===== config.mk =====
export PLATFORM = sky130hd
export DESIGN_NAME = mp_adder_ctl_flat
export DESIGN_NICKNAME = d
export VERILOG_FILES = /design/src/rtl/mp_adder_pkg.sv /design/src/rtl/mp_adder_ctl_if.sv /design/src/rtl/mp_adder_ctl_pwd_checker.sv /design/src/rtl/mp_adder_ctl.sv /design/src/flat_wrapper.sv
export SDC_FILE = /design/constraint.sdc
export NUM_CORES = 1
export LEC_CHECK = 0
export ABC_AREA = 1
export CORE_MARGIN = 1
export CORE_UTILIZATION = 35
export CTS_CLUSTER_DIAMETER = 60
export DETAILED_ROUTE_END_ITERATION = 12
export DONT_BUFFER_PORTS = 1
export PLACE_DENSITY_LB_ADDON = 0.05
export SLEW_MARGIN = 20
export SYNTH_ARGS = -nofsm -noshare
export SYNTH_HDL_FRONTEND = slang
export SYNTH_SLANG_ARGS = --single-unit

===== constraint.sdc =====
create_clock -name CLK -period 1.2 [get_ports CLK]
set_input_delay 0.24 -clock CLK [delete_from_list [all_inputs] [get_ports CLK]]
set_output_delay 0.24 -clock CLK [all_outputs]
set_load 0.01 [all_outputs]

===== src/rtl/mp_adder_pkg.sv =====
// Shared definitions for the multi-player adder with access-code lock:
// FSM state encodings and default parameter values.
package mp_adder_pkg;

    typedef enum logic [2:0] {
        S_WAIT  = 3'd0,
        S_OPEN  = 3'd1,
        S_ALARM = 3'd2
    } state_t;

    localparam int          DEF_NPLAYERS = 2;
    localparam int          DEF_DW       = 4;
    localparam int          DEF_PWD_LEN  = 4;
    localparam logic [15:0] DEF_PWD      = 16'h3153;
    localparam int          DEF_MAX_FAIL = 3;

endpackage


===== src/rtl/mp_adder_ctl_if.sv =====
// Bundles the player bus, the code-entry inputs and the status outputs.
interface mp_adder_ctl_if import mp_adder_pkg::*; #(
    parameter int NPLAYERS = DEF_NPLAYERS,
    parameter int DW       = DEF_DW
) ();

    logic [NPLAYERS*DW-1:0]           p_data;
    logic [NPLAYERS-1:0]              p_bpress;
    logic [3:0]                       acc_data;
    logic                             acc_bpress;
    logic [NPLAYERS*DW-1:0]           p_val;
    logic [DW+$clog2(NPLAYERS)-1:0]   sum;
    logic                             sum_valid;
    logic                             pass_g;
    logic                             pass_r;
    logic [2:0]                       acc_state;

    modport master (
        output p_data, p_bpress, acc_data, acc_bpress,
        input  p_val, sum, sum_valid, pass_g, pass_r, acc_state
    );

    modport slave (
        input  p_data, p_bpress, acc_data, acc_bpress,
        output p_val, sum, sum_valid, pass_g, pass_r, acc_state
    );

endinterface


===== src/rtl/mp_adder_ctl_pwd_checker.sv =====
// Access-code entry tracker: digit index, per-attempt mismatch flag and
// failed-attempt counter; raises single-cycle grant/alarm pulses.
module pwd_checker import mp_adder_pkg::*; #(
    parameter int                   PWD_LEN  = DEF_PWD_LEN,
    parameter logic [PWD_LEN*4-1:0] PWD      = DEF_PWD,
    parameter int                   MAX_FAIL = DEF_MAX_FAIL
) (
    input  logic       clk_i,
    input  logic       rst_i,
    input  logic       enable_i,
    input  logic [3:0] digit_i,
    input  logic       press_i,
    output logic       grant_o,
    output logic       alarm_o
);

    localparam int IDXW = (PWD_LEN > 1) ? $clog2(PWD_LEN) : 1;
    localparam int FW   = $clog2(MAX_FAIL + 1);

    logic [IDXW-1:0] digitIdx_q, digitIdx_d;
    logic            mismatch_q, mismatch_d;
    logic [FW-1:0]   failCnt_q, failCnt_d;
    logic [3:0]      expDigit;
    logic            lastDigit;
    logic            attemptBad;
    logic [FW:0]     failNext;

    always_ff @(posedge clk_i) begin
        if (rst_i) begin
            digitIdx_q <= '0;
            mismatch_q <= 1'b0;
            failCnt_q  <= '0;
        end else begin
            digitIdx_q <= digitIdx_d;
            mismatch_q <= mismatch_d;
            failCnt_q  <= failCnt_d;
        end
    end

    // The most-significant digit of PWD is the first one entered.
    always_comb begin
        expDigit   = 4'(PWD >> (4 * (PWD_LEN - 1 - int'(digitIdx_q))));
        lastDigit  = (int'(digitIdx_q) == PWD_LEN - 1);
        attemptBad = mismatch_q || (digit_i != expDigit);
        failNext   = {1'b0, failCnt_q} + (FW+1)'(1);
        digitIdx_d = digitIdx_q;
        mismatch_d = mismatch_q;
        failCnt_d  = failCnt_q;
        grant_o    = 1'b0;
        alarm_o    = 1'b0;
        if (enable_i && press_i) begin
            if (lastDigit) begin
                digitIdx_d = '0;
                mismatch_d = 1'b0;
                if (!attemptBad) begin
                    failCnt_d = '0;
                    grant_o   = 1'b1;
                end else begin
                    failCnt_d = failNext[FW-1:0];
                    alarm_o   = (failNext >= (FW+1)'(MAX_FAIL));
                end
            end else begin
                digitIdx_d = digitIdx_q + IDXW'(1);
                mismatch_d = attemptBad;
            end
        end
    end

endmodule


===== src/rtl/mp_adder_ctl.sv =====
// Multi-player adder gated by an access code: players may load values
// only while unlocked; the registered sum follows one cycle after a load.
module mp_adder_ctl import mp_adder_pkg::*; #(
    parameter int                   NPLAYERS = DEF_NPLAYERS,
    parameter int                   DW       = DEF_DW,
    parameter int                   PWD_LEN  = DEF_PWD_LEN,
    parameter logic [PWD_LEN*4-1:0] PWD      = DEF_PWD,
    parameter int                   MAX_FAIL = DEF_MAX_FAIL
) (
    input  logic          CLK,
    input  logic          RST,
    mp_adder_ctl_if.slave bus
);

    localparam int SW = DW + $clog2(NPLAYERS);

    state_t                 state_q, state_d;
    logic [NPLAYERS*DW-1:0] pVal_q, pVal_d;
    logic [SW-1:0]          sum_q, sum_d;
    logic                   sumValid_q;
    logic                   loadPending_q;
    logic [NPLAYERS-1:0]    loadEn;
    logic [SW-1:0]          sumAll;
    logic                   grant;
    logic                   alarm;

    pwd_checker #(
        .PWD_LEN  (PWD_LEN),
        .PWD      (PWD),
        .MAX_FAIL (MAX_FAIL)
    ) u_checker (
        .clk_i    (CLK),
        .rst_i    (RST),
        .enable_i (state_q == S_WAIT),
        .digit_i  (bus.acc_data),
        .press_i  (bus.acc_bpress),
        .grant_o  (grant),
        .alarm_o  (alarm)
    );

    always_ff @(posedge CLK) begin
        if (RST) begin
            state_q       <= S_WAIT;
            pVal_q        <= '0;
            sum_q         <= '0;
            sumValid_q    <= 1'b0;
            loadPending_q <= 1'b0;
        end else begin
            state_q       <= state_d;
            pVal_q        <= pVal_d;
            sum_q         <= sum_d;
            sumValid_q    <= loadPending_q;
            loadPending_q <= |loadEn;
        end
    end

    always_comb begin
        state_d = state_q;
        case (state_q)
            S_WAIT: begin
                if (alarm)      state_d = S_ALARM;
                else if (grant) state_d = S_OPEN;
            end
            S_OPEN: begin
                if (bus.acc_bpress) state_d = S_WAIT;
            end
            S_ALARM: state_d = S_ALARM;
            default: state_d = S_WAIT;
        endcase
    end

    // Loads in an open cycle still land even if the same cycle relocks.
    always_comb begin
        loadEn = (state_q == S_OPEN) ? bus.p_bpress : '0;
        pVal_d = pVal_q;
        for (int i = 0; i < NPLAYERS; i++) begin
            if (loadEn[i]) pVal_d[i*DW +: DW] = bus.p_data[i*DW +: DW];
        end
    end

    always_comb begin
        sumAll = '0;
        for (int i = 0; i < NPLAYERS; i++) begin
            sumAll = sumAll + SW'(pVal_q[i*DW +: DW]);
        end
        sum_d = loadPending_q ? sumAll : sum_q;
    end

    assign bus.p_val     = pVal_q;
    assign bus.sum       = sum_q;
    assign bus.sum_valid = sumValid_q;
    assign bus.pass_g    = (state_q == S_OPEN);
    assign bus.pass_r    = (state_q == S_ALARM);
    assign bus.acc_state = state_q;

endmodule


===== src/flat_wrapper.sv =====
// flat-port wrapper written by rule: the top's interface ports become plain ports
module mp_adder_ctl_flat import mp_adder_pkg::*;
#(
    parameter int                   NPLAYERS = DEF_NPLAYERS,
    parameter int                   DW       = DEF_DW,
    parameter int                   PWD_LEN  = DEF_PWD_LEN,
    parameter logic [PWD_LEN*4-1:0] PWD      = DEF_PWD,
    parameter int                   MAX_FAIL = DEF_MAX_FAIL
)
  (CLK, RST, bus_p_data, bus_p_bpress, bus_acc_data, bus_acc_bpress, bus_p_val, bus_sum, bus_sum_valid, bus_pass_g, bus_pass_r, bus_acc_state);
  mp_adder_ctl_if #(.NPLAYERS(NPLAYERS), .DW(DW)) bus_i ();
  input  logic CLK;
  input  logic RST;
  input wire logic [$bits(bus_i.p_data)-1:0] bus_p_data;
  input wire logic [$bits(bus_i.p_bpress)-1:0] bus_p_bpress;
  input wire logic [$bits(bus_i.acc_data)-1:0] bus_acc_data;
  input wire logic [$bits(bus_i.acc_bpress)-1:0] bus_acc_bpress;
  output wire logic [$bits(bus_i.p_val)-1:0] bus_p_val;
  output wire logic [$bits(bus_i.sum)-1:0] bus_sum;
  output wire logic [$bits(bus_i.sum_valid)-1:0] bus_sum_valid;
  output wire logic [$bits(bus_i.pass_g)-1:0] bus_pass_g;
  output wire logic [$bits(bus_i.pass_r)-1:0] bus_pass_r;
  output wire logic [$bits(bus_i.acc_state)-1:0] bus_acc_state;
  assign bus_i.p_data = bus_p_data;
  assign bus_i.p_bpress = bus_p_bpress;
  assign bus_i.acc_data = bus_acc_data;
  assign bus_i.acc_bpress = bus_acc_bpress;
  assign bus_p_val = bus_i.p_val;
  assign bus_sum = bus_i.sum;
  assign bus_sum_valid = bus_i.sum_valid;
  assign bus_pass_g = bus_i.pass_g;
  assign bus_pass_r = bus_i.pass_r;
  assign bus_acc_state = bus_i.acc_state;
  mp_adder_ctl #(.NPLAYERS(NPLAYERS), .DW(DW), .PWD_LEN(PWD_LEN), .PWD(PWD), .MAX_FAIL(MAX_FAIL)) u_core (.CLK(CLK), .RST(RST), .bus(bus_i));
endmodule

==> Implementation_results.wiki <==
{| class="wikitable"
! Metric !! Value
|-
| Period utilisation layout || 107.2%
|-
| IR Drop Worst-Case VDD || 0.5790 mV
|-
| RePlAce Congestion || 0.7463
|-
| Critical register-to-register path startpoint || u_core.bus.p_val[4]$_SDFFE_PP0P_
|-
| Global routing usage summed across all routing layers || 16.06%
|-
| Global-route wire length before repair || 3960 um
|-
| Core area || 2805 um2
|-
| Classification of the worst-slack hold path || in2reg
|-
| Failing checks || design-rule violations, negative hold slack, negative setup slack
|-
| Total area of multi-input combinational cells || 599.3 um2
|-
| Sequential cell area || 461.7 um2
|-
| Number of global-route vias before repair || 903
|-
| Overall power after layout || 1.323 mW
|-
| Synth Area per Inst || 7.859 um2
|-
| Netlist Area Pre-Place || 1061 um2
|-
| Most common cell after layout, fill and taps aside || sky130_fd_sc_hd__a21oi_1
|-
| Share of layout cells above drive strength 1 || 35.29%
|-
| Hold slack || -0.03147 ns
|-
| Worst reg2reg path depth || 6
|-
| Die W || 57.06 um
|-
| Number of I/O pins || 36
|-
| CP Data Arrival Time || 1.52 ns
|-
| Max_cap viols || 0
|-
| Post-synthesis sequential area ratio || 41.51%
|-
| Endpoint, Worst Hold || u_core.bus.p_val[4]$_SDFFE_PP0P_
|-
| Max-slew violation total from the final report || 0
|-
| Crit path setup slack, layout || -0.08639 ns
|-
| Critical path class || reg2reg
|-
| Max Clock Freq || 777.4 MHz
|-
| Post-CTS clock slew at the launch and capture registers of the worst setup and hold paths || 0.13 ns
|-
| DIE AREA || 3256 um2
|-
| Worst Clk Skew || 0.002393 ns
|-
| Number of nets in the synthesized netlist || 161
|-
| Die Height || 57.06 um
|-
| Cell leakage power || 0.5855 nW
|-
| Highest-count cells in the layout ignoring fill and taps || sky130_fd_sc_hd__a21oi_1, sky130_fd_sc_hd__nand2_1, sky130_fd_sc_hd__buf_4
|-
| Power density over cell area || 976.4 nW/um2
|-
| TritonCTS clock tree || built
|-
| # placed instances || 177
|-
| Final hold vios || 10
|-
| Input/output buffers || 0
|-
| Vias per std cell || 4.924
|-
| Clock sink count || 22
|-
| Cell Count, Final, Fillers Out || 184
|-
| Hold path startpoint || RST
|-
| Root buffer cell || sky130_fd_sc_hd__clkbuf_4
|-
| Pin count of the biggest net entering global routing || 15
|-
| Fill count || 281
|-
| Reg-to-reg critical path endpoint || u_core.bus.sum[2]$_SDFFE_PP0P_
|-
| Critical path cell sequence || ha_4, inv_2, fa_2, xnor2_1, o21ai_1, inv_1
|-
| Synth Register Bits || 22
|-
| Cells after Synth || 135
|-
| Critical Path RT || 1.43 ns
|-
| Wire length after detailed routing || 2352 um
|-
| Layout Cell Area excl Fill || 1355 um2
|-
| Via count || 906
|-
| RSZ-0062 raised after global routing || yes
|-
| Number of distinct library cell variants in the gate-level netlist after synthesis || 21
|-
| Maximum buffer depth of the clock tree || 2
|-
| Nets@finish || 180
|-
| Number of buffers inserted during clock tree synthesis || 3
|-
| Finish-stage setup viols || 8
|-
| Routed Antenna Nets || 0
|-
| Diode count || 0
|-
| Overall overflow remaining after global route || 0
|-
| Average wire per cell in the routed design || 12.78 um
|-
| Sum of net half-perimeters after detailed placement || 1845 um
|-
| Largest stage delay on the critical path || 0.38 ns
|-
| Slowest CP cell || sky130_fd_sc_hd__dfxtp_4
|-
| Crit Path Max Fanout || 2
|-
| Initial DRC Count || 34
|-
| First-pass iteration count of the detailed router || 8
|-
| Placed instance area || 1235 um2
|-
| Final routed DRC violation total || 8
|-
| Antenna violations before repair || 0
|-
| Critical Path End Type || flip-flop
|-
| Synth warn || 0
|-
| Slack of the worst reg-to-reg path || -0.09 ns
|-
| Period minus WS final || 1.286 ns
|-
| Starting utilization of the core area || 37.82%
|-
| Total number of H-tree levels || 1
|-
| Site Rows || 19
|-
| Run status || finished, violations left
|-
| Cells on Worst Hold Path || 1
|-
| Area growth, synth to finish || 27.71%
|-
| Clock network latency to the later pin of the worst-skew pair || 0.31 ns
|-
| Type of element launching the critical path || flip-flop
|}
==> state kept, by name, indices dropped and copies added (netlist names) <==
register                     cells
u_core.u_checker.digitIdx_q      2
u_core.bus.sum                   5
u_core.u_checker.mismatch_q      1
u_core.bus.sum_valid             1
u_core.loadPending_q             1
u_core.bus.p_val                 8
u_core.u_checker.failCnt_q       2
u_core.bus.acc_state             2
==> per-layer routing <==
metal | up-vias | GRT usage [%] | wire, um
met4 | 0 | 8.362 | 32
li1 | 468 | - | -
met2 | 24 | 26.39 | 1113
met5 | - | 0 | 0
met3 | 4 | 3.175 | 126
met1 | 410 | 19.97 | 1080
==> critical path, delay by kind of cell (launching register included) <==
kind	cells	cell delay, ns
adders and majority gates	2	0.48
DFF	1	0.38
AOI/OAI and AO/OA	1	0.11
buffers and inverters	2	0.07
xor gates and xnor gates	1	0.14
==> synthesized netlist by cell type, drive strengths merged <==
master / number / share of area (%)
conb: 1 / 0.35
clkbuf: 1 / 0.35
xnor2: 2 / 1.7
o21ai: 11 / 5.2
inv: 20 / 7.1
ha: 8 / 9.4
fa: 1 / 1.9
dfxtp: 22 / 42
nor2: 16 / 7.4
nand2: 21 / 9.1
buf: 1 / 0.71
or2: 1 / 0.59
nand4: 1 / 0.59
nand3: 10 / 5.2
a21oi: 19 / 9.0
==> logic make-up after synthesis <==
kind of cell    after synthesis  synth area share [%]
simple gates                 49                 22.88
compound gates               30                 14.15
buf+inv                      22                 8.137
flops                        22                 41.51
fa+ha+maj                     9                 11.32
xor+xnor                      2                 1.651
other cells                   1                0.3534
==> area by class of cell <==
class,instances,share of cell area (%)
inverter,20,5.910
sequential,22,34.07
multi-input combinational,91,44.23
tap,31,2.862
clock buffer,4,3.509
timing repair buffer,16,9.418
==> where the power goes <==
part	switching, mW	internal (mW)	leakage (nW)
Clock	0.243	0.254	0.0261
Sequential	0.00570	0.731	0.184
Combinational	0.0486	0.0399	0.376
==> metrics by stage <==
step                      setup slack (ns)  util [%]  TNS (ns)
final                             -0.08639     48.31   -0.3371
after global routing               -0.1418     48.31   -0.9734
after CTS                          -0.1011     46.88   -0.4934
after detailed placement           -0.1244     44.02   -0.4510
after global placement             -0.1095     44.02   -0.2886
after floorplan                   -0.06657         -  -0.09402
==> worst max-delay path by stage <==
| stage | slack [ns] | depth (start not counted) | startpoint | end |
|---|---|---|---|---|
| after floorplan | -0.07 | 6 | u_core.bus.p_val[4]$_SDFFE_PP0P_ | u_core.bus.sum[2]$_SDFFE_PP0P_ |
| after global placement | -0.11 | 6 | u_core.bus.p_val[4]$_SDFFE_PP0P_ | u_core.bus.sum[2]$_SDFFE_PP0P_ |
| after detailed placement | -0.12 | 6 | u_core.bus.p_val[4]$_SDFFE_PP0P_ | u_core.bus.sum[2]$_SDFFE_PP0P_ |
| after CTS | -0.10 | 6 | u_core.bus.p_val[4]$_SDFFE_PP0P_ | u_core.bus.sum[2]$_SDFFE_PP0P_ |
| after global routing | -0.14 | 6 | u_core.bus.p_val[4]$_SDFFE_PP0P_ | u_core.bus.sum[2]$_SDFFE_PP0P_ |
| final | -0.09 | 6 | u_core.bus.p_val[4]$_SDFFE_PP0P_ | u_core.bus.sum[2]$_SDFFE_PP0P_ |
==> repair_timing <==
action | in CTS | in global routing
setup buffers | 2 | 1
resized for setup | 11 | 16
pin swaps | 6 | 7
setup endpoints to repair | 11 | 12
hold endpoints to repair | 10 | 10
Power figures use the tool's default switching activity.
